<file path="src/rtl/fifo_serial_tx_if.sv">
// FIFO read-port bundle between the serial transmitter (master) and the 64x8 FIFO (slave).
interface fifo_serial_tx_if;
  logic       fifo_rd;
  logic       fifo_empty;
  logic [7:0] fifo_data;

  modport master (output fifo_rd, input fifo_empty, input fifo_data);
  modport slave  (input fifo_rd, output fifo_empty, output fifo_data);
endinterface

</file>
<file path="src/rtl/fifo_serial_tx.sv">
// Drains the FIFO and sends each byte as a start/8N/stop serial frame on tx_o.
// Optional even-parity bit before the stop bit when FIFO_SERIAL_TX_PARITY_EN is defined.
//
// state  | meaning
// IDLE   | line high, waiting for en_i with data available
// POP    | fifo_rd high for one cycle
// LOAD   | FIFO data valid, captured into the shift register
// START  | start bit (low)
// DATA   | eight data bits, LSB first
// PARITY | even parity over the captured byte (optional build)
// STOP   | stop bit (high); frame_done on its last cycle
module fifo_serial_tx #(
  parameter int CLKS_PER_BIT = 4,
  parameter int CNT_W        = 16
) (
  input  logic                 clk,
  input  logic                 reset,
  input  logic                 en_i,
  fifo_serial_tx_if.master     fifo,
  output logic                 tx_o,
  output logic                 busy_o,
  output logic                 frame_done_o,
  output logic [CNT_W-1:0]     bytes_sent_o
);

  typedef enum logic [2:0] {
    IDLE,
    POP,
    LOAD,
    START,
    DATA,
`ifdef FIFO_SERIAL_TX_PARITY_EN
    PARITY,
`endif
    STOP
  } state_t;

  localparam logic [15:0] LAST    = 16'(CLKS_PER_BIT - 1);
  localparam logic [15:0] LAST_M1 = 16'(CLKS_PER_BIT - 2);

  state_t           state_q;
  logic [15:0]      cnt_q;
  logic [2:0]       bit_idx_q;
  logic [7:0]       shift_q;
  logic             tx_q;
  logic             rd_q;
  logic             busy_q;
  logic             frame_done_q;
  logic [CNT_W-1:0] bytes_q;
`ifdef FIFO_SERIAL_TX_PARITY_EN
  logic             par_q;
`endif

  logic bit_end;
  logic can_pop;
  assign bit_end = (cnt_q == LAST);
  assign can_pop = en_i && !fifo.fifo_empty;

  always_ff @(posedge clk) begin
    if (reset) begin
      state_q      <= IDLE;
      cnt_q        <= '0;
      bit_idx_q    <= '0;
      shift_q      <= '0;
      tx_q         <= 1'b1;
      rd_q         <= 1'b0;
      busy_q       <= 1'b0;
      frame_done_q <= 1'b0;
      bytes_q      <= '0;
`ifdef FIFO_SERIAL_TX_PARITY_EN
      par_q        <= 1'b0;
`endif
    end else begin
      rd_q         <= 1'b0;
      frame_done_q <= 1'b0;
      case (state_q)
        IDLE: begin
          tx_q  <= 1'b1;
          cnt_q <= '0;
          if (can_pop) begin
            state_q <= POP;
            rd_q    <= 1'b1;
            busy_q  <= 1'b1;
          end
        end
        POP: state_q <= LOAD;
        LOAD: begin
          shift_q   <= fifo.fifo_data;
`ifdef FIFO_SERIAL_TX_PARITY_EN
          par_q     <= ^fifo.fifo_data;
`endif
          bit_idx_q <= '0;
          cnt_q     <= '0;
          tx_q      <= 1'b0;
          state_q   <= START;
        end
        START: begin
          if (bit_end) begin
            cnt_q   <= '0;
            tx_q    <= shift_q[0];
            state_q <= DATA;
          end else begin
            cnt_q <= cnt_q + 16'd1;
          end
        end
        DATA: begin
          if (bit_end) begin
            cnt_q <= '0;
            if (bit_idx_q == 3'd7) begin
`ifdef FIFO_SERIAL_TX_PARITY_EN
              tx_q    <= par_q;
              state_q <= PARITY;
`else
              tx_q    <= 1'b1;
              state_q <= STOP;
`endif
            end else begin
              shift_q   <= shift_q >> 1;
              bit_idx_q <= bit_idx_q + 3'd1;
              tx_q      <= shift_q[1];
            end
          end else begin
            cnt_q <= cnt_q + 16'd1;
          end
        end
`ifdef FIFO_SERIAL_TX_PARITY_EN
        PARITY: begin
          if (bit_end) begin
            cnt_q   <= '0;
            tx_q    <= 1'b1;
            state_q <= STOP;
          end else begin
            cnt_q <= cnt_q + 16'd1;
          end
        end
`endif
        STOP: begin
          // registered pulse must rise one cycle early to land on the last stop cycle
          if (cnt_q == LAST_M1) frame_done_q <= 1'b1;
          if (bit_end) begin
            cnt_q   <= '0;
            bytes_q <= bytes_q + CNT_W'(1);
            if (can_pop) begin
              state_q <= POP;
              rd_q    <= 1'b1;
            end else begin
              state_q <= IDLE;
              busy_q  <= 1'b0;
            end
          end else begin
            cnt_q <= cnt_q + 16'd1;
          end
        end
        default: begin
          state_q <= IDLE;
          tx_q    <= 1'b1;
          busy_q  <= 1'b0;
        end
      endcase
    end
  end

  assign fifo.fifo_rd = rd_q;
  assign tx_o         = tx_q;
  assign busy_o       = busy_q;
  assign frame_done_o = frame_done_q;
  assign bytes_sent_o = bytes_q;

endmodule

</file>
<file path="src/flat_wrapper.sv">
// flat-port wrapper written by rule: the top's interface ports become plain ports
module fifo_serial_tx_flat 
#(
  parameter int CLKS_PER_BIT = 4,
  parameter int CNT_W        = 16
)
  (clk, reset, en_i, tx_o, busy_o, frame_done_o, bytes_sent_o, fifo_fifo_rd, fifo_fifo_empty, fifo_fifo_data);
  fifo_serial_tx_if fifo_i ();
  input  logic clk;
  input  logic reset;
  input  logic en_i;
  output logic tx_o;
  output logic busy_o;
  output logic frame_done_o;
  output logic [CNT_W-1:0] bytes_sent_o;
  output wire logic [$bits(fifo_i.fifo_rd)-1:0] fifo_fifo_rd;
  input wire logic [$bits(fifo_i.fifo_empty)-1:0] fifo_fifo_empty;
  input wire logic [$bits(fifo_i.fifo_data)-1:0] fifo_fifo_data;
  assign fifo_fifo_rd = fifo_i.fifo_rd;
  assign fifo_i.fifo_empty = fifo_fifo_empty;
  assign fifo_i.fifo_data = fifo_fifo_data;
  fifo_serial_tx #(.CLKS_PER_BIT(CLKS_PER_BIT), .CNT_W(CNT_W)) u_core (.clk(clk), .reset(reset), .en_i(en_i), .fifo(fifo_i), .tx_o(tx_o), .busy_o(busy_o), .frame_done_o(frame_done_o), .bytes_sent_o(bytes_sent_o));
endmodule
</file>
<file path="config.mk">
export PLATFORM = sky130hd
export DESIGN_NAME = fifo_serial_tx_flat
export DESIGN_NICKNAME = d
export VERILOG_FILES = /design/src/rtl/fifo_serial_tx_if.sv /design/src/rtl/fifo_serial_tx.sv /design/src/flat_wrapper.sv
export SDC_FILE = /design/constraint.sdc
export NUM_CORES = 1
export LEC_CHECK = 0
export CORE_ASPECT_RATIO = 1.1
export CORE_MARGIN = 3
export CORE_UTILIZATION = 45
export DETAILED_ROUTE_END_ITERATION = 10
export PLACE_DENSITY = 0.73
export SYNTH_ARGS = -nofsm -noshare
export SYNTH_HDL_FRONTEND = slang
export SYNTH_SLANG_ARGS = --single-unit
export TNS_END_PERCENT = 20
</file>
<file path="constraint.sdc">
create_clock -name clk -period 2.6 [get_ports clk]
set_clock_uncertainty 0.1 [all_clocks]
set_input_delay 0.78 -clock clk [delete_from_list [all_inputs] [get_ports clk]]
set_output_delay 0.78 -clock clk [all_outputs]
set_load 0.1 [all_outputs]
</file>
==> results.yml <==
critical_path:
  r2r-start: "u_core.cnt_q[1]"
  timing.rr.end: "u_core.shift_q[0]"
  path_max_fanout: 10
  r2r_setup_slack_ns: 0.29
  cp.arrival_ns: 2.41
  end_kind: "flip-flop"
  critPathLaunchType: "flip-flop"
  required_ns: 2.70
  rr_worst_depth: 5
  crit_type: "reg -> reg"
logic_synthesis:
  yosysSeqAreaShare: 0.3468
  synth_compound_area_frac: 0.2159
  yosys.area_share.adder: 0.02167
  async_flop_share: 0
  netlist_area_um2: 2887
  synth_cell_types: 58
  muxShareOfSynthArea: 0.04638
  synth.most_common_cell: "dfxtp_1"
  synth_nets: 363
  netlist_instances: 346
  yosysTopAreaCellShare: 0.3468
  synth-simple-area-share: 0.3086
  syn_avg_cell_area_um2: 8.343
  synth_area_leaders: "dfxtp_1 35%, nand2_1 4.4%, mux2_2 4.3%"
  ys_warn_count: 0
  synth_commonest_cells: "50 x dfxtp_1, 34 x nand2_1, 19 x a21oi_1"
  synth_seq_cells: 50
  synth_ff_type: "dfxtp_1"
  synth_xor_area_frac: 0.006068
  synth_area_leader_cell: "dfxtp_1"
  synth_edf_count: 0
  synth_top_family_by_area: "simple AND/OR/NAND/NOR gates"
route:
  firstDrtPassIters: 4
  vias: 2760
  drc_errors: 0
  ant_nets: 0
  routedWlPerCell_um: 15.78
  finalWirelength_um: 7149
  via_per_inst: 6.093
  first_iter_violations: 243
layout:
  fin_cells: 453
  synthToLayoutAreaGrowth_pct: 16.91
  drive_gt1_frac: 0.2181
  num_antenna_cells: 0
  fin_nets: 392
  fill_cells: 565
grt:
  grt_use_total: 0.1990
  antenna_found_initial: 0
  grt_pass1_wl_um: 12060
  gr-total-overflow: 0
  grt_start_max_net_pins: 33
  grt_pass1_vias: 2633
pwr:
  switchingPower_w: 0.0004070
  internal-power_w: 0.001148
  peakVddDrop_uv: 337.3
  p_total_w: 0.001555
  p_clk_frac: 0.362
  seqPwrFrac: 0.514
  p_leak_nw: 1.231
  pwr-share-comb: 0.125
  swShare: 0.2618
  power_density_nw_per_um2: 460.7
sta:
  setup_viol: 0
  rsz0062_at_grt: "false"
  hold_viol: 0
  totalNegativeSetupSlack_ns: 0
  tightest_slew_ns: 0.7920
  slew_violations: 0
  fmax_ghz: 0.4337
  maxSlewHeadroom: 0.4720
  period_needed_ns: 2.306
  fin_crit_sh: 0.8868
  holdWs_ns: 0.4148
clocking:
  htree_levels: 2
  post_cts_resize_count: 0
  clkTransAtPathRegs_ns: 0.10
  cts_buffers: 5
  clock_path_buffers: 2
  cts_setup_buffers: 0
  clk_latency_ns: 0.30
  cts_sinks: 50
  cts_tree: "done"
  holdBufCountCts: 0
  clockRootBuffer: "clkbuf_8"
flow_run:
  maxCapViolCount: 0
floorplan:
  die_x_um: 82.37
  initial_core_util: 0.4821
  core-area_um2: 5987
  die_h_um: 90
  ios: 32
  die-area_um2: 7413
  placementRows: 29
min_path:
  hold_path_startpoint: "u_core.bit_idx_q[1]"
  hold_path_end: "u_core.bit_idx_q[1]"
  min_path_type: "reg -> reg"
  hold_depth: 1
placement:
  dp_cells: 445
  hpwl_um: 4993
  io_buffers: 31
  place_congestion: 0.8538
outcome:
  status: "completed"
[power by group through the flow]
stage	Sequential (W)	Clock, W	Combinational, W
global placement	0.000816	0	0.000192
global route	0.000801	0.000601	0.000210
finish	0.000798	0.000562	0.000194
CTS	0.000799	0.000573	0.000195
detailed placement	0.000816	0	0.000194
floorplan	0.000845	0	0.000109
[critical path, stage by stage, from the launching register on]
cell     delay (ns)
dfxtp_1        0.45
ha_1           0.21
nor3b_1        0.39
and4_1         0.50
a31oi_4        0.23
mux2_2         0.32
[state kept, by name, summed over array words and instances (netlist names)]
| name | flops |
|---|---|
| u_core.bytes_sent_o | 16 |
| u_core.fifo.fifo_rd | 1 |
| u_core.bit_idx_q | 3 |
| u_core.busy_o | 1 |
| u_core.frame_done_o | 1 |
| u_core.state_q | 3 |
| u_core.shift_q | 8 |
| u_core.cnt_q | 16 |
| u_core.tx_o | 1 |
[layout by cell type (no fill, tap or decap), types with 9 or more instances in the layout]
cell             instances
a21oi_1                 19
a31oi_1                 12
buf_4                   37
clkdlybuf4s50_1         11
dfxtp_1                 47
inv_1                   12
mux2_2                  11
nand2_1                 34
nand3_1                 13
nand4_1                 14
nor2_1                  14
nor2b_1                 13
nor4_1                   9
o21ai_0                 18
or2_2                    9
[worst max path at each step]
stage                           start                       to  depth (start not counted)
2_1_floorplan  u_core.bytes_sent_o[6]  u_core.bytes_sent_o[15]                          5
3_3_place_gp                    reset         u_core.cnt_q[14]                          4
4_1_cts               u_core.cnt_q[1]        u_core.shift_q[1]                          5
3_5_place_dp                    reset         u_core.cnt_q[13]                          4
5_1_grt               u_core.cnt_q[0]  u_core.bytes_sent_o[13]                          6
6_report              u_core.cnt_q[1]        u_core.shift_q[0]                          5
[area by class of cell]
cell class,instances,area [um2],area share
clock buffers,5,68.82,0.02039
repair buffers,48,387.9,0.1149
inverters,12,45.04,0.01335
well taps,77,96.34,0.02855
multi-input cells,258,1728,0.5121
clock inverters,3,43.79,0.01298
flip-flops and latches,50,1005,0.2977
[per-stage QoR]
stage / worst slack (ns) / cell area, um2 / util
6_report: 0.2944 / 3374 / 0.5636
5_1_grt: 0.07208 / 3374 / 0.5636
4_1_cts: 0.3118 / 3374 / 0.5636
3_5_place_dp: 0.1462 / 3262 / 0.5448
3_3_place_gp: 0.2049 / 3262 / 0.5448
2_1_floorplan: 0.01088 / 2890 / -
[kinds of logic after synthesis]
logic type	after synthesis
adder cells (fa/ha/maj)	5
buffers and inverters	38
AND/OR/NAND/NOR	149
AO/OA/AOI/OAI	90
multiplexers	12
XOR/XNOR	2
flip-flops	50
[per-layer routing]
metal,wire length [um],track usage,vias up
li1,-,-,1370
met1,3239,0.2597,1319
met2,3522,0.3282,65
met3,319,0.03300,6
met4,68,0.06094,0
met5,0,0,-
No activity file was read; power rests on OpenSTA's default activity.
